$ cat config.mk
export PLATFORM = sky130hd
export DESIGN_NAME = pipeline_hazard_controller
export DESIGN_NICKNAME = d
export VERILOG_FILES = /design/src/rtl/pipeline_hazard_controller.sv
export SDC_FILE = /design/constraint.sdc
export NUM_CORES = 1
export LEC_CHECK = 0
export CAP_MARGIN = 20
export CELL_PAD_IN_SITES_DETAIL_PLACEMENT = 0
export CELL_PAD_IN_SITES_GLOBAL_PLACEMENT = 1
export CORE_UTILIZATION = 26
export DETAILED_ROUTE_END_ITERATION = 7
export PLACE_DENSITY_LB_ADDON = 0.25
export SKIP_LAST_GASP = 1
export SYNTH_ARGS = -nofsm -noshare
export SYNTH_HDL_FRONTEND = slang
export SYNTH_SLANG_ARGS = --single-unit
export TNS_END_PERCENT = 30
$ cat constraint.sdc
create_clock -name clk -period 1.3 [get_ports clk]
set_clock_uncertainty 0.05 [all_clocks]
set_input_delay 0.195 -clock clk [delete_from_list [all_inputs] [get_ports clk]]
set_output_delay 0.195 -clock clk [all_outputs]
set_load 0.005 [all_outputs]
$ cat src/rtl/pipeline_hazard_controller.sv
// Pipeline sequencer: PC load/select, stage-buffer hold/flush, load-use stalls,
// control-flow redirects and the interrupt drain/push/vector entry.
//
// state          | meaning
// RST_LOAD       | first clock after reset: load PC from the reset vector word
// RUN            | normal issue; redirects, load-use stalls, interrupt entry
// INT_DRAIN      | let older instructions retire before the push
// INT_PUSH_PC    | memory stage pushes the return PC
// INT_PUSH_FLAGS | memory stage pushes the flags
// INT_VECTOR     | load PC from the interrupt vector word, acknowledge
module pipeline_hazard_controller #(
  parameter int ADDR_W       = 3,
  parameter int DRAIN_CYCLES = 3
) (
  input  logic              clk,
  input  logic              reset,
  input  logic              int_req,
  input  logic [ADDR_W-1:0] f_read_add_1,
  input  logic [ADDR_W-1:0] f_read_add_2,
  input  logic              f_uses_rs1,
  input  logic              f_uses_rs2,
  input  logic              d_mem_read,
  input  logic              d_reg_write,
  input  logic [ADDR_W-1:0] d_write_add,
  input  logic              e_branch_taken,
  input  logic              m_ret,
  output logic              pc_write,
  output logic [1:0]        pc_sel,
  output logic              fd_hold,
  output logic              fd_flush,
  output logic              de_flush,
  output logic              int_push_pc,
  output logic              int_push_flags,
  output logic              int_ack,
  output logic              busy
);

  typedef enum logic [2:0] {
    RST_LOAD, RUN, INT_DRAIN, INT_PUSH_PC, INT_PUSH_FLAGS, INT_VECTOR
  } state_t;

  localparam logic [1:0] PC_INC = 2'd0;
  localparam logic [1:0] PC_BR  = 2'd1;
  localparam logic [1:0] PC_VEC = 2'd2;
  localparam logic [1:0] PC_POP = 2'd3;

  state_t     state_q, state_d;
  logic [2:0] cnt_q, cnt_d;
  logic       pend_q, pend_d;
  logic       load_use;
  logic       redirect;

  assign load_use = d_mem_read & d_reg_write &
                    ((f_uses_rs1 & (f_read_add_1 == d_write_add)) |
                     (f_uses_rs2 & (f_read_add_2 == d_write_add)));
  assign redirect = m_ret | e_branch_taken;

  // a new request wins over the acknowledge clear so it is never lost
  assign pend_d = int_req | (pend_q & (state_q != INT_VECTOR));

  always_ff @(posedge clk or posedge reset) begin
    if (reset) begin
      state_q <= RST_LOAD;
      cnt_q   <= 3'd0;
      pend_q  <= 1'b0;
    end else begin
      state_q <= state_d;
      cnt_q   <= cnt_d;
      pend_q  <= pend_d;
    end
  end

  always_comb begin
    state_d        = state_q;
    cnt_d          = cnt_q;
    pc_write       = 1'b0;
    pc_sel         = PC_INC;
    fd_hold        = 1'b0;
    fd_flush       = 1'b0;
    de_flush       = 1'b0;
    int_push_pc    = 1'b0;
    int_push_flags = 1'b0;
    int_ack        = 1'b0;

    case (state_q)
      RST_LOAD: begin
        pc_write = 1'b1;
        pc_sel   = PC_VEC;
        fd_flush = 1'b1;
        de_flush = 1'b1;
        state_d  = RUN;
      end
      RUN: begin
        if (redirect) begin
          pc_write = 1'b1;
          pc_sel   = m_ret ? PC_POP : PC_BR;
          fd_flush = 1'b1;
          de_flush = 1'b1;
        end else if (pend_q) begin
          fd_flush = 1'b1;
          state_d  = INT_DRAIN;
          cnt_d    = 3'(DRAIN_CYCLES - 1);
        end else if (load_use) begin
          fd_hold  = 1'b1;
          de_flush = 1'b1;
        end else begin
          pc_write = 1'b1;
        end
      end
      INT_DRAIN: begin
        fd_flush = 1'b1;
        // older in-flight redirects still land; the pushed PC becomes their target
        if (redirect) begin
          pc_write = 1'b1;
          pc_sel   = m_ret ? PC_POP : PC_BR;
          de_flush = 1'b1;
        end
        if (cnt_q == 3'd0) begin
          state_d = INT_PUSH_PC;
        end else begin
          cnt_d = cnt_q - 3'd1;
        end
      end
      INT_PUSH_PC: begin
        int_push_pc = 1'b1;
        fd_flush    = 1'b1;
        state_d     = INT_PUSH_FLAGS;
      end
      INT_PUSH_FLAGS: begin
        int_push_flags = 1'b1;
        fd_flush       = 1'b1;
        state_d        = INT_VECTOR;
      end
      INT_VECTOR: begin
        pc_write = 1'b1;
        pc_sel   = PC_VEC;
        int_ack  = 1'b1;
        fd_flush = 1'b1;
        state_d  = RUN;
      end
      default: state_d = RST_LOAD;
    endcase

    if (reset) begin
      pc_write       = 1'b0;
      pc_sel         = PC_VEC;
      fd_hold        = 1'b0;
      fd_flush       = 1'b1;
      de_flush       = 1'b1;
      int_push_pc    = 1'b0;
      int_push_flags = 1'b0;
      int_ack        = 1'b0;
    end
  end

  assign busy = reset | (state_q != RUN);

endmodule

==> metrics.txt, run 1 <==
remaining antenna violation count=0; maximum vdd drop=0.00103 V; number of synthesized register bits=7; Compound-Gate Fraction of Synth Area=19.2%; vias in the first global route=724; Final Hold Fails=0; placement row count=17; CTS tree=built; per-cell routed wire length=11.7 microns; initial antenna violation count=0; Clock power frac=around 12%; most frequent cells in the layout=18 x buf_4, 12 x dlygate4sd2_1, 9 x clkdlybuf4s50_1; Comb power frac=64.7%; MaxCap Viol Count=0; Remaining DRCs=0; met2 Use GR=26.1%; Synth cell types=34; most common cell after layout, fill and taps aside=buf_4; gpl congestion=slightly below 0.8; shortest period the worst path allows=1.80 ns; CP required=1.05 ns; Post-Synth Adder-Cell Area=5.36%; final worst slack=-0.499 ns; Initial DRC Count=4; I/O pin cnt=28; total global routing overflow=0; PD cells=1440 mW/mm^2; core area=0.00230 sq mm; Static Leak=~0.51 nW; WS Path Type=flop to output port; element type at the critical path end=output port; FMAX=556 MHz; max_slew headroom=slightly above 80%; hold_ws=~0.33 ns; Syn Nets=96; Num CTS Buffers=3; die area=0.00272 sq mm; failing checks=setup timing; RSZ-0062 raised after global routing=yes; multiplexer share of the synthesized area=0%; Synth top area share=26.8%; synthesized area per cell=8.59 sq um; Sw Pwr=0.621 mW; Non-Filler Instances=151; reg2reg path depth=5; Worst EP arrival=about 1.6 ns; sequential share of power=22.9%; dpl cells=144; Final Cell Area=between 0.001 and 0.0015 sq mm; via/cell ratio=4.74; outcome=finished, violations left; met3 GRT Util=2.05%; Slew Viols, Final=0; Seq/Total Area, Yosys=26.8%; dominant cell type by area after synthesis=dfrtp_1; post-detail-place hpwl=1.34 mm; nets=144; Int Pwr=1.00 mW; Initial Util=between 20% and 30%; met1 Track Usage GR=between 10% and 20%; Diodes inserted=0; Post-Syn Instances=76; R2R setup slack=-0.23 ns; simple-gate share of the synthesized area=33.3%; die span in y=between 50 and 60 microns; synth top area cells=dfrtp_1 27%, xnor2_1 9.4%, nor4b_2 4.6%; DRT Wirelength=1.76 mm; CTS max path bufs=2; ratio of cells with drive above 1 in the final layout=31.7%; later-pin clock latency in the skew report=0.25 ns; Setup TNS=-4.61 ns; final setup fails=14; largest family of logic cells by synthesized area=simple AND/OR/NAND/NOR gates; largest fanout on the critical path=3; vias=716; YS warnings=0; H-tree depth=1; final critical-path share of the clock period=138%; HP Class=input port to async pin; hold_buf cts=0; Synth Area in XOR/XNOR=9.39%; Slew @ Worst Pin=0.268 ns; Root Buffer=clkbuf_4; first-pass GRT wire length=2.99 mm; DIE WIDTH=52.1 microns; P&R area growth vs syn=72.8%; port bufs=27; largest net degree at the start of global routing=13; CP Launch Type=flop; clock net sink count=7; Post-Syn Area=653 sq um; Sw Ratio=between 30% and 40%; Clock transition at path regs=0.06 ns; First-pass DRT Iterations=4; global route hottest layer=met2; Area after DPL=0.00107 sq mm; gr usage total=14.6%
-- sequential cells by signal, indices dropped and copies added, names as in the netlist --
name / count
cnt_q: 3
pend_q: 1
state_q: 3
-- synth_stat cells (all sizes together) --
cell and count:
maj3 1, xnor2 7, nand2b 2, or3b 1
nand2 7, a21oi 1, a31o 1, and4 2
nor2b 1, buf 4, nor3b 1, a31oi 1
nand3 5, o21a 3, dfrtp 7, ha 2
a21o 1, and3 1, nor2 4, nand3b 1
nor4bb 2, o31a 1, o21ai 6, nor4 1
o21bai 1, nand4 2, nor4b 3, a22o 1
inv 5, a41oi 1
-- path summary, 6_finish.rpt --
kind                                           to                    from
setup / recovery                         pc_write  state_q[2]$_DFFE_PP0P_
hold / removal             state_q[0]$_DFFE_PP0P_                   reset
setup reg to reg             cnt_q[2]$_DFFE_PP0P_  state_q[2]$_DFFE_PP0P_
hold reg to reg              cnt_q[0]$_DFFE_PP0P_    cnt_q[0]$_DFFE_PP0P_
max in group asynchronous    cnt_q[1]$_DFFE_PP0P_                   reset
min in group clk             cnt_q[0]$_DFFE_PP0P_    cnt_q[0]$_DFFE_PP0P_
-- layout make-up --
class / count / area [sq um]
fill: 238 / 1170
tap: 28 / 35.0
clock buffer: 4 / 26.3
timing repair buffer: 47 / 398
inverter: 5 / 18.8
multi-input combinational: 60 / 475
sequential: 7 / 175
-- cells by family (layout without fill, tap and decap cells) --
group,Yosys count,after routing
fa+ha+maj,3,3
xor+xnor,7,7
simple gates,33,33
buf+inv,9,56
compound gates,17,17
flops,7,7
-- timing repair --
action	4_1_cts	5_1_grt
gates resized for setup	32	8
setup buffers	4	0
endpoints found under the setup margin	13	14
pin swaps	4	1
-- stage by stage --
step,utilization (%),worst slack [ns],total power [mW]
after floorplan,-,-0.0144,0.919
after global placement,46.4,-0.831,1.36
after detailed placement,46.4,-0.849,1.38
after CTS,48.7,-0.501,1.64
after global routing,49.1,-0.580,1.78
final,49.1,-0.499,1.62
-- critical path, stage by stage, from the launching register on --
cell and delay [ns]:
dfrtp_1 0.40, buf_4 0.16, nor2b_4 0.12, nand3_1 0.08, and4_1 0.20, o21a_1 0.09, dlygate4sd2_1 0.25
-- power by group through the flow --
stage	Sequential, mW	Combinational (mW)	Clock (mW)
after floorplan	0.366	0.553	0
after global placement	0.370	0.990	0
final	0.372	1.05	0.201
after detailed placement	0.373	1.01	0
after CTS	0.369	1.06	0.207
after global routing	0.385	1.17	0.221
-- routing by layer --
metal | vias up | share of wire, %
li1 | 370 | -
met1 | 326 | 46
met2 | 20 | 47
met3 | 0 | 7.1
met4 | 0 | 0
met5 | - | 0
No activity file was read; power rests on OpenSTA's default activity.
==> inputs of run 2 (changes only) <==
CAP_MARGIN = unset   (was 20)
SKIP_CTS_REPAIR_TIMING = 1   (was unset)
==> metrics.txt, run 2 (synthesized netlist as in run 1, its figures left out) <==
# fillers=222 (-6.7%); via/cell ratio=4.73 (-0.34%); largest fanout on the critical path=3 (unchanged); ratio of cells with drive above 1 in the final layout=33.6% (+1.9 points); Sequential Area=176 sq um (+0.71%); Final Power=1.72 mW (+6.2%); Final Hold Fails=0 (unchanged); multi-input logic area=485 sq um (+2.1%); Initial Util=28.4% (unchanged); maximum vdd drop=0.00106 V (+3.3%); Worst EP arrival=1.57 ns (+0.02 ns); later-pin clock latency in the skew report=0.25 ns (about the same); Remaining DRCs=0 (unchanged); port bufs=27 (unchanged); WS Path Type=flop to output port; Root Buffer=clkbuf_4; P&R area growth vs syn=85.4%; CTS tree=built; PD cells=1420 mW/mm^2 (-1.0%); largest net degree at the start of global routing=13 (unchanged); final worst slack=-0.514 ns (-0.0154 ns); die area=0.00272 sq mm (unchanged); RR Endpoint=cnt_q[2]$_DFFE_PP0P_; DRT Wirelength=1.83 mm (+3.6%); DIE WIDTH=52.1 microns (unchanged); outcome=finished, violations left; final critical-path share of the clock period=140% (+1.2 points); H-tree depth=1 (unchanged); element type at the critical path end=output port; clock net sink count=7 (unchanged); placement row count=17 (unchanged); DP Worst Slack=-0.849 ns (unchanged); final setup fails=13 (-1); r2r startpoint=state_q[0]$_DFFE_PP0P_; HP Class=input port to async pin; failing checks=setup timing; Setup TNS=-3.76 ns (+0.855 ns); Slew Viols, Final=0 (unchanged); MaxCap Viol Count=0 (unchanged); gpl congestion=0.770 (unchanged); remaining antenna violation count=0 (unchanged); Non-Filler Instances=153 (+1.3%); first-pass GRT wire length=2.86 mm (-4.4%); vias in the first global route=696 (-3.9%); die span in y=52.1 microns (unchanged); vias=723 (+0.98%); dpl cells=144 (unchanged); gr usage total=13.8% (-0.73 points); Diodes inserted=0 (unchanged); CTS max path bufs=2 (unchanged); First-pass DRT Iterations=4 (unchanged); hold_ws=0.337 ns (+0.00510 ns); Area after DPL=0.00107 sq mm (unchanged); per-cell routed wire length=11.9 microns (+2.3%); Static Leak=0.642 nW (+27%); Slew @ Worst Pin=0.227 ns (-0.0408 ns); nets=146 (+1.4%); FMAX=551 MHz (-0.85%); total global routing overflow=0 (unchanged); max_slew headroom=84.6% (+2.6 points); reg2reg path depth=5 (unchanged); initial antenna violation count=0 (unchanged); CP Launch Type=flop; most common cell after layout, fill and taps aside=buf_4; R2R setup slack=-0.17 ns (+0.06 ns); RSZ-0062 raised after global routing=yes; most frequent cells in the layout=19 x buf_4, 15 x dlymetal6s2s_1, 9 x clkdlybuf4s50_1; CP required=1.05 ns (about the same); post-detail-place hpwl=1.34 mm (unchanged); core area=0.00230 sq mm (unchanged); fin util=52.7% (+3.6 points); shortest period the worst path allows=1.81 ns (+0.0154 ns); I/O pin cnt=28 (unchanged); Clock transition at path regs=0.06 ns (about the same); Num CTS Buffers=3 (unchanged); Final Cell Area=0.00121 sq mm (+7.3%); Initial DRC Count=4 (unchanged); Largest regs=cnt_q x3, state_q x3, pend_q x1
[run 2: cell count changes in the layout (fill, tap and decap cells not counted), sizes merged]
cell / delta
buf: +1
dlygate4sd2: -12
dlymetal6s2s: +13
[run 2: power breakdown]
part | total (mW) | switching, mW | internal [mW]
clock | 0.205 | 0.0870 | 0.118
combinational | 1.14 | 0.476 | 0.660
sequential | 0.381 | 0.0749 | 0.306
[run 2: final cells by class]
cell class                      instances  share of cell area (%)
Clock buffer                            4                    2.17
Inverter                                5                    1.55
Tap cell                               28                    2.89
Multi-Input combinational cell         60                    40.1
Timing Repair Buffer                   49                    38.7
Sequential cell                         7                    14.6
[run 2: how the worst max path moves through the flow]
stage	start	endpoint	slack [ns]	cells past startpoint
final	state_q[1]$_DFFE_PP0P_	fd_hold	-0.51	5
after global routing	state_q[1]$_DFFE_PP0P_	fd_hold	-0.59	5
after CTS	state_q[1]$_DFFE_PP0P_	fd_hold	-0.93	4
after detailed placement	d_write_add[1]	fd_hold	-0.85	6
after global placement	d_write_add[0]	fd_hold	-0.83	6
after floorplan	pend_q$_DFF_PP0_	fd_hold	-0.01	3
[run 2: layer usage]
layer  routed length [microns]  part of all wire [%]  track usage, %
met5                         0                     0               0
met4                         0                     0            5.41
met3                       131                   7.2            2.34
met2                       873                    48            23.7
met1                       821                    45            17.0
[run 2: worst max-delay path: stages, from the launching register on]
cell and delay, ns:
dfrtp_2 0.43, nor4b_4 0.30, buf_4 0.17, nand3_4 0.07, nor4b_2 0.20, buf_2 0.15
